## src/rtl/apb_master_bridge_if.sv

```systemverilog
// Command/response stream plus APB requester pins of the bridge, grouped as one bundle.
// "master" is the bridge's view; "slave" is the view of whatever surrounds it (command source, response sink, APB slave).
interface apb_master_bridge_if #(
  parameter int ADDR_WIDTH = 8,
  parameter int DATA_WIDTH = 8
);
  logic                  cmd_valid;
  logic                  cmd_ready;
  logic                  cmd_write;
  logic [ADDR_WIDTH-1:0] cmd_addr;
  logic [DATA_WIDTH-1:0] cmd_wdata;
  logic                  rsp_valid;
  logic                  rsp_ready;
  logic [DATA_WIDTH-1:0] rsp_rdata;
  logic                  rsp_err;
  logic                  rsp_timeout;
  logic                  psel;
  logic                  penable;
  logic                  pwrite;
  logic [ADDR_WIDTH-1:0] paddr;
  logic [DATA_WIDTH-1:0] pwdata;
  logic [DATA_WIDTH-1:0] prdata;
  logic                  pready;
  logic                  pslverr;

  modport master (
    input  cmd_valid, cmd_write, cmd_addr, cmd_wdata, rsp_ready, prdata, pready, pslverr,
    output cmd_ready, rsp_valid, rsp_rdata, rsp_err, rsp_timeout,
           psel, penable, pwrite, paddr, pwdata
  );

  modport slave (
    output cmd_valid, cmd_write, cmd_addr, cmd_wdata, rsp_ready, prdata, pready, pslverr,
    input  cmd_ready, rsp_valid, rsp_rdata, rsp_err, rsp_timeout,
           psel, penable, pwrite, paddr, pwdata
  );
endinterface

```

## src/rtl/apb_master_bridge.sv

```systemverilog
// Single-outstanding APB requester: command accepted at edge N -> response from edge N+2+waits (or N+1+TIMEOUT on timeout).
// Backpressure: cmd_ready is low while busy or while an untaken response sits in the one-entry slot.
module apb_master_bridge #(
  parameter int DATA_WIDTH = 8,
  parameter int ADDR_WIDTH = 8,
  parameter int TIMEOUT    = 16
) (
  input  logic                 pclk,
  input  logic                 preset,
  apb_master_bridge_if.master  bus
);

  localparam int WAIT_W = $clog2(TIMEOUT + 1);
  localparam logic [WAIT_W-1:0] WAIT_LAST = WAIT_W'(TIMEOUT - 1);

  typedef enum logic [1:0] {
    IDLE   = 2'd0,
    SETUP  = 2'd1,
    ACCESS = 2'd2
  } state_e;

  state_e                state_q, state_d;
  logic                  psel_q, psel_d;
  logic                  penable_q, penable_d;
  logic                  pwrite_q, pwrite_d;
  logic [ADDR_WIDTH-1:0] paddr_q, paddr_d;
  logic [DATA_WIDTH-1:0] pwdata_q, pwdata_d;
  logic                  rsp_valid_q, rsp_valid_d;
  logic [DATA_WIDTH-1:0] rsp_rdata_q, rsp_rdata_d;
  logic                  rsp_err_q, rsp_err_d;
  logic                  rsp_timeout_q, rsp_timeout_d;
  logic [WAIT_W-1:0]     wait_q, wait_d;
  logic                  cmd_ready;

  assign cmd_ready = !preset && (state_q == IDLE) && !rsp_valid_q;

  always_comb begin
    state_d       = state_q;
    psel_d        = psel_q;
    penable_d     = penable_q;
    pwrite_d      = pwrite_q;
    paddr_d       = paddr_q;
    pwdata_d      = pwdata_q;
    rsp_valid_d   = rsp_valid_q;
    rsp_rdata_d   = rsp_rdata_q;
    rsp_err_d     = rsp_err_q;
    rsp_timeout_d = rsp_timeout_q;
    wait_d        = wait_q;

    if (rsp_valid_q && bus.rsp_ready) begin
      rsp_valid_d = 1'b0;
    end

    case (state_q)
      IDLE: begin
        if (bus.cmd_valid && cmd_ready) begin
          pwrite_d = bus.cmd_write;
          paddr_d  = bus.cmd_addr;
          pwdata_d = bus.cmd_wdata;
          psel_d   = 1'b1;
          state_d  = SETUP;
        end
      end
      SETUP: begin
        penable_d = 1'b1;
        wait_d    = '0;
        state_d   = ACCESS;
      end
      ACCESS: begin
        if (bus.pready) begin
          rsp_rdata_d   = pwrite_q ? '0 : bus.prdata;
          rsp_err_d     = bus.pslverr;
          rsp_timeout_d = 1'b0;
          rsp_valid_d   = 1'b1;
          psel_d        = 1'b0;
          penable_d     = 1'b0;
          state_d       = IDLE;
        end else if (wait_q == WAIT_LAST) begin
          // A hung slave still yields exactly one response, flagged as an error.
          rsp_rdata_d   = '0;
          rsp_err_d     = 1'b1;
          rsp_timeout_d = 1'b1;
          rsp_valid_d   = 1'b1;
          psel_d        = 1'b0;
          penable_d     = 1'b0;
          state_d       = IDLE;
        end else if (wait_q != '1) begin
          wait_d = wait_q + 1'b1;
        end
      end
      default: begin
        psel_d    = 1'b0;
        penable_d = 1'b0;
        state_d   = IDLE;
      end
    endcase
  end

  always_ff @(posedge pclk) begin
    if (preset) begin
      state_q       <= IDLE;
      psel_q        <= 1'b0;
      penable_q     <= 1'b0;
      pwrite_q      <= 1'b0;
      paddr_q       <= '0;
      pwdata_q      <= '0;
      rsp_valid_q   <= 1'b0;
      rsp_rdata_q   <= '0;
      rsp_err_q     <= 1'b0;
      rsp_timeout_q <= 1'b0;
      wait_q        <= '0;
    end else begin
      state_q       <= state_d;
      psel_q        <= psel_d;
      penable_q     <= penable_d;
      pwrite_q      <= pwrite_d;
      paddr_q       <= paddr_d;
      pwdata_q      <= pwdata_d;
      rsp_valid_q   <= rsp_valid_d;
      rsp_rdata_q   <= rsp_rdata_d;
      rsp_err_q     <= rsp_err_d;
      rsp_timeout_q <= rsp_timeout_d;
      wait_q        <= wait_d;
    end
  end

  assign bus.cmd_ready   = cmd_ready;
  assign bus.psel        = psel_q;
  assign bus.penable     = penable_q;
  assign bus.pwrite      = pwrite_q;
  assign bus.paddr       = paddr_q;
  assign bus.pwdata      = pwdata_q;
  assign bus.rsp_valid   = rsp_valid_q;
  assign bus.rsp_rdata   = rsp_rdata_q;
  assign bus.rsp_err     = rsp_err_q;
  assign bus.rsp_timeout = rsp_timeout_q;

endmodule

```

## src/flat_wrapper.sv

```systemverilog
// flat-port wrapper written by rule: the top's interface ports become plain ports
module apb_master_bridge_flat 
#(
  parameter int DATA_WIDTH = 8,
  parameter int ADDR_WIDTH = 8,
  parameter int TIMEOUT    = 16
)
  (pclk, preset, bus_cmd_valid, bus_cmd_write, bus_cmd_addr, bus_cmd_wdata, bus_rsp_ready, bus_prdata, bus_pready, bus_pslverr, bus_cmd_ready, bus_rsp_valid, bus_rsp_rdata, bus_rsp_err, bus_rsp_timeout, bus_psel, bus_penable, bus_pwrite, bus_paddr, bus_pwdata);
  apb_master_bridge_if #(.ADDR_WIDTH(ADDR_WIDTH), .DATA_WIDTH(DATA_WIDTH)) bus_i ();
  input  logic pclk;
  input  logic preset;
  input wire logic [$bits(bus_i.cmd_valid)-1:0] bus_cmd_valid;
  input wire logic [$bits(bus_i.cmd_write)-1:0] bus_cmd_write;
  input wire logic [$bits(bus_i.cmd_addr)-1:0] bus_cmd_addr;
  input wire logic [$bits(bus_i.cmd_wdata)-1:0] bus_cmd_wdata;
  input wire logic [$bits(bus_i.rsp_ready)-1:0] bus_rsp_ready;
  input wire logic [$bits(bus_i.prdata)-1:0] bus_prdata;
  input wire logic [$bits(bus_i.pready)-1:0] bus_pready;
  input wire logic [$bits(bus_i.pslverr)-1:0] bus_pslverr;
  output wire logic [$bits(bus_i.cmd_ready)-1:0] bus_cmd_ready;
  output wire logic [$bits(bus_i.rsp_valid)-1:0] bus_rsp_valid;
  output wire logic [$bits(bus_i.rsp_rdata)-1:0] bus_rsp_rdata;
  output wire logic [$bits(bus_i.rsp_err)-1:0] bus_rsp_err;
  output wire logic [$bits(bus_i.rsp_timeout)-1:0] bus_rsp_timeout;
  output wire logic [$bits(bus_i.psel)-1:0] bus_psel;
  output wire logic [$bits(bus_i.penable)-1:0] bus_penable;
  output wire logic [$bits(bus_i.pwrite)-1:0] bus_pwrite;
  output wire logic [$bits(bus_i.paddr)-1:0] bus_paddr;
  output wire logic [$bits(bus_i.pwdata)-1:0] bus_pwdata;
  assign bus_i.cmd_valid = bus_cmd_valid;
  assign bus_i.cmd_write = bus_cmd_write;
  assign bus_i.cmd_addr = bus_cmd_addr;
  assign bus_i.cmd_wdata = bus_cmd_wdata;
  assign bus_i.rsp_ready = bus_rsp_ready;
  assign bus_i.prdata = bus_prdata;
  assign bus_i.pready = bus_pready;
  assign bus_i.pslverr = bus_pslverr;
  assign bus_cmd_ready = bus_i.cmd_ready;
  assign bus_rsp_valid = bus_i.rsp_valid;
  assign bus_rsp_rdata = bus_i.rsp_rdata;
  assign bus_rsp_err = bus_i.rsp_err;
  assign bus_rsp_timeout = bus_i.rsp_timeout;
  assign bus_psel = bus_i.psel;
  assign bus_penable = bus_i.penable;
  assign bus_pwrite = bus_i.pwrite;
  assign bus_paddr = bus_i.paddr;
  assign bus_pwdata = bus_i.pwdata;
  apb_master_bridge #(.DATA_WIDTH(DATA_WIDTH), .ADDR_WIDTH(ADDR_WIDTH), .TIMEOUT(TIMEOUT)) u_core (.pclk(pclk), .preset(preset), .bus(bus_i));
endmodule
```

## config.mk

```make
export PLATFORM = sky130hd
export DESIGN_NAME = apb_master_bridge_flat
export DESIGN_NICKNAME = d
export VERILOG_FILES = /design/src/rtl/apb_master_bridge_if.sv /design/src/rtl/apb_master_bridge.sv /design/src/flat_wrapper.sv
export SDC_FILE = /design/constraint.sdc
export NUM_CORES = 1
export LEC_CHECK = 0
export CAP_MARGIN = 20
export CORE_MARGIN = 5
export CORE_UTILIZATION = 38
export CTS_BUF_LIST = sky130_fd_sc_hd__clkbuf_16
export CTS_CLUSTER_SIZE = 28
export DETAILED_ROUTE_END_ITERATION = 8
export GPL_TIMING_DRIVEN = 0
export PLACE_DENSITY = 0.77
export SETUP_SLACK_MARGIN = 0.15
export SLEW_MARGIN = 20
export SYNTH_ARGS = -nofsm -noshare
export SYNTH_HDL_FRONTEND = slang
export SYNTH_SLANG_ARGS = --single-unit
```

## constraint.sdc

```tcl
create_clock -name pclk -period 2.37 [get_ports pclk]
set_input_delay 0.711 -clock pclk [delete_from_list [all_inputs] [get_ports pclk]]
set_output_delay 0.711 -clock pclk [all_outputs]
set_load 0.01 [all_outputs]
```

==> results of run 1 <==
[registers in the layout, summed over array words and instances, names as in the netlist]
name	count
u_core.bus.paddr	8
u_core.bus.penable	1
u_core.bus.psel	1
u_core.bus.pwdata	8
u_core.bus.pwrite	1
u_core.bus.rsp_err	1
u_core.bus.rsp_rdata	8
u_core.bus.rsp_timeout	1
u_core.bus.rsp_valid	1
u_core.state_q	2
u_core.wait_q	5
[repair_timing]
item | 4_1_cts | 5_1_grt
resized for setup | 6 | 6
hold buffers | 0 | 0
buffers inserted | 2 | 3
pin swaps | 1 | 2
endpoints found under the hold margin | 0 | 0
setup endpoints to repair | 3 | 3
[cell families after synthesis]
kind of cell    synth area share (%)
simple gates                    22.7
buf+inv                         6.10
flops                           48.8
compound gates                  20.0
fa+ha+maj                       2.47
[area by class of cell]
cell class	instances	area share (%)
Tap cell	50	2.59
Timing Repair Buffer	64	25.8
Buffer	16	4.72
Sequential cell	37	30.8
Inverter	3	0.467
Multi-Input combinational cell	115	30.0
Clock buffer	5	5.19
Clock inverter	2	0.467
[worst max path at each step]
| stage | cells after the start | end | slack (ns) |
|---|---|---|---|
| finish | 4 | bus_cmd_ready | 0.18 |
| global route | 7 | u_core.wait_q[2] | 0.13 |
| CTS | 4 | bus_cmd_ready | 0.13 |
| detailed placement | 4 | bus_cmd_ready | -0.60 |
| global placement | 4 | bus_cmd_ready | -0.61 |
| floorplan | 3 | bus_cmd_ready | 0.13 |
[stage by stage]
stage | instance area, um^2 | TNS (ns) | power, W
after floorplan | 1560 | 0 | 0.000790
after global placement | 2210 | -0.771 | 0.000925
after detailed placement | 2210 | -0.789 | 0.000927
after CTS | 2380 | 0 | 0.00154
after global routing | 2410 | 0 | 0.00160
final | 2410 | 0 | 0.00154
[worst max-delay path, cell delays in order]
cell and delay (ns):
clkbuf_16 0.14, nor4_4 0.31, clkbuf_8 0.19, clkbuf_2 0.12
[synthesized netlist by cell type (3+ instances only)]
| cell type | n | area [um^2] |
|---|---|---|
| o2111ai_1 | 4 | 35.0 |
| nand4b_1 | 8 | 70.1 |
| ha_1 | 3 | 37.5 |
| dfxtp_1 | 37 | 741 |
| clkbuf_1 | 10 | 37.5 |
| o41ai_1 | 3 | 26.3 |
| nand2_1 | 19 | 71.3 |
| a21oi_1 | 12 | 60.1 |
| nand3_1 | 19 | 95.1 |
| nor2_1 | 3 | 11.3 |
| o21ai_0 | 25 | 125 |
[where the power goes]
| group | internal (W) | switching, W | total (W) |
|---|---|---|---|
| registers | 0.000656 | 0.0000191 | 0.000675 |
| logic | 0.000142 | 0.000106 | 0.000248 |
| clock network | 0.000379 | 0.000240 | 0.000620 |
| total | 0.00118 | 0.000365 | 0.00154 |
[metal layers]
layer	up-vias	track usage (%)	part of all wire [%]
met2	35	25.8	49
met3	2	5.65	6.9
li1	755	-	-
met4	0	3.69	0.32
met1	715	18.9	44
met5	-	0	0
==> metrics.cfg, run 1 <==
[outcome]
status = complete, no violations

[min_path]
worstHoldStart = u_core.bus.psel
hold_class = flip-flop to flip-flop
hold_path_depth = 1
holdPathEnd = u_core.bus.psel

[yosys]
synth_edf_count = 0
ys_ff_latch = 37
synthCells = 171
ys_warn_count = 0
ys_async_sr_fraction_pct = 0
synth.distinct_cells = 35
syn_nets = 205
synth_ff_type = dfxtp_1
syn_avg_cell_area_um2 = 8.88
synth_area_um2 = 1520
seq_area_frac_synth_pct = 48.8

[floorplan]
design.die.area_um2 = 5360
dieWidth_um = 73.2
die_height_um = 73.2
num_rows = 23
initial_core_util_pct = 38.5
core_um2 = 3940
ios = 62

[timing]
max_slew.worst_pin.slew_ns = 0.488
fin_ws_ns = 0.181
drv_slew = 0
rsz0062_at_grt = yes
slew-limit-headroom_pct = 67.3
final-setup-viol-count = 0
holdWs_ns = 0.446
max_freq_mhz = 457
min_period_ns = 2.19
skew_ns = 0.00428
final-hold-violation-count = 0
period_share_pct = 92.4

[power_and_ir_drop]
leakage_nw = 0.856
power.density_nw_per_um2 = 640
peakVddDrop_mv = 0.451

[detailed_routing]
antenna_left = 0
drt-initial-drc-count = 87
wirelength_um = 4080
drc = 0
wl_per_cell_um = 14.0
first_pass_iters = 4
drt-vias-per-instance = 5.16
via_count = 1507

[cells_and_area]
n_fill_cell = 338
final_common_cell = clkdlybuf4s50_1
drive_gt1_share_pct = 12.8
layout_common_cells = 57 x clkdlybuf4s50_1, 36 x dfxtp_1, 25 x o21ai_0, 19 x nand2_1, 19 x nand3_1
multi_input_comb_area_um2 = 723
fin_util_pct = 61.2
areaGrowthSynthToFinish_pct = 58.9
layout.nets = 276
antennaDiodeCount = 0
ff_latch_area_um2 = 742
final_cells = 292

[worst_setup_path]
reg2reg_from = u_core.wait_q[0]
crit_start = preset
end_kind = output port
arrival_ns = 1.48
cp_max_fo = 8
reg2regPathDepth = 7
rrSetupSlack_ns = 0.21
critPathKind = input pin to output port
required_ns = 1.66
setup.worst_path.start_class = input pin
worstReg2RegEnd = u_core.wait_q[3]

[global_routing]
grt_overflow = 0
grt_antenna_before_repair = 0
track_usage_pct = 15.5
grt_pass1_vias = 1468
grt_pass1_wl_um = 6580
grt_max_degree = 12

[clock_network]
clk_latency_ns = 0.27
cts_tree = yes
cts.sinks = 37
cts-root-buf = clkbuf_16
clk_pin_slew_worst_paths_ns = 0.05
clk_path_buf_depth = 2
numCtsBuffers = 5
cts-htree-levels = 2

[placement]
place_inst = 280
portBuffers = 59
gp_congestion = 0.787
dp_hpwl_um = 2850
place_ws_ns = -0.597

[job]
cap_violations = 0

Note: power is estimated with default switching activity, not from simulation.
==> inputs of run 2 (changes only) <==
--- a/config.mk
+++ b/config.mk
@@ -14,7 +14,7 @@
 export GPL_TIMING_DRIVEN = 0
 export PLACE_DENSITY = 0.77
 export SETUP_SLACK_MARGIN = 0.15
-export SLEW_MARGIN = 20
+export SLEW_MARGIN = 40
 export SYNTH_ARGS = -nofsm -noshare
 export SYNTH_HDL_FRONTEND = slang
 export SYNTH_SLANG_ARGS = --single-unit
==> results of run 2 <==
The final DEF is identical to that of run 1; final timing and power are the same.
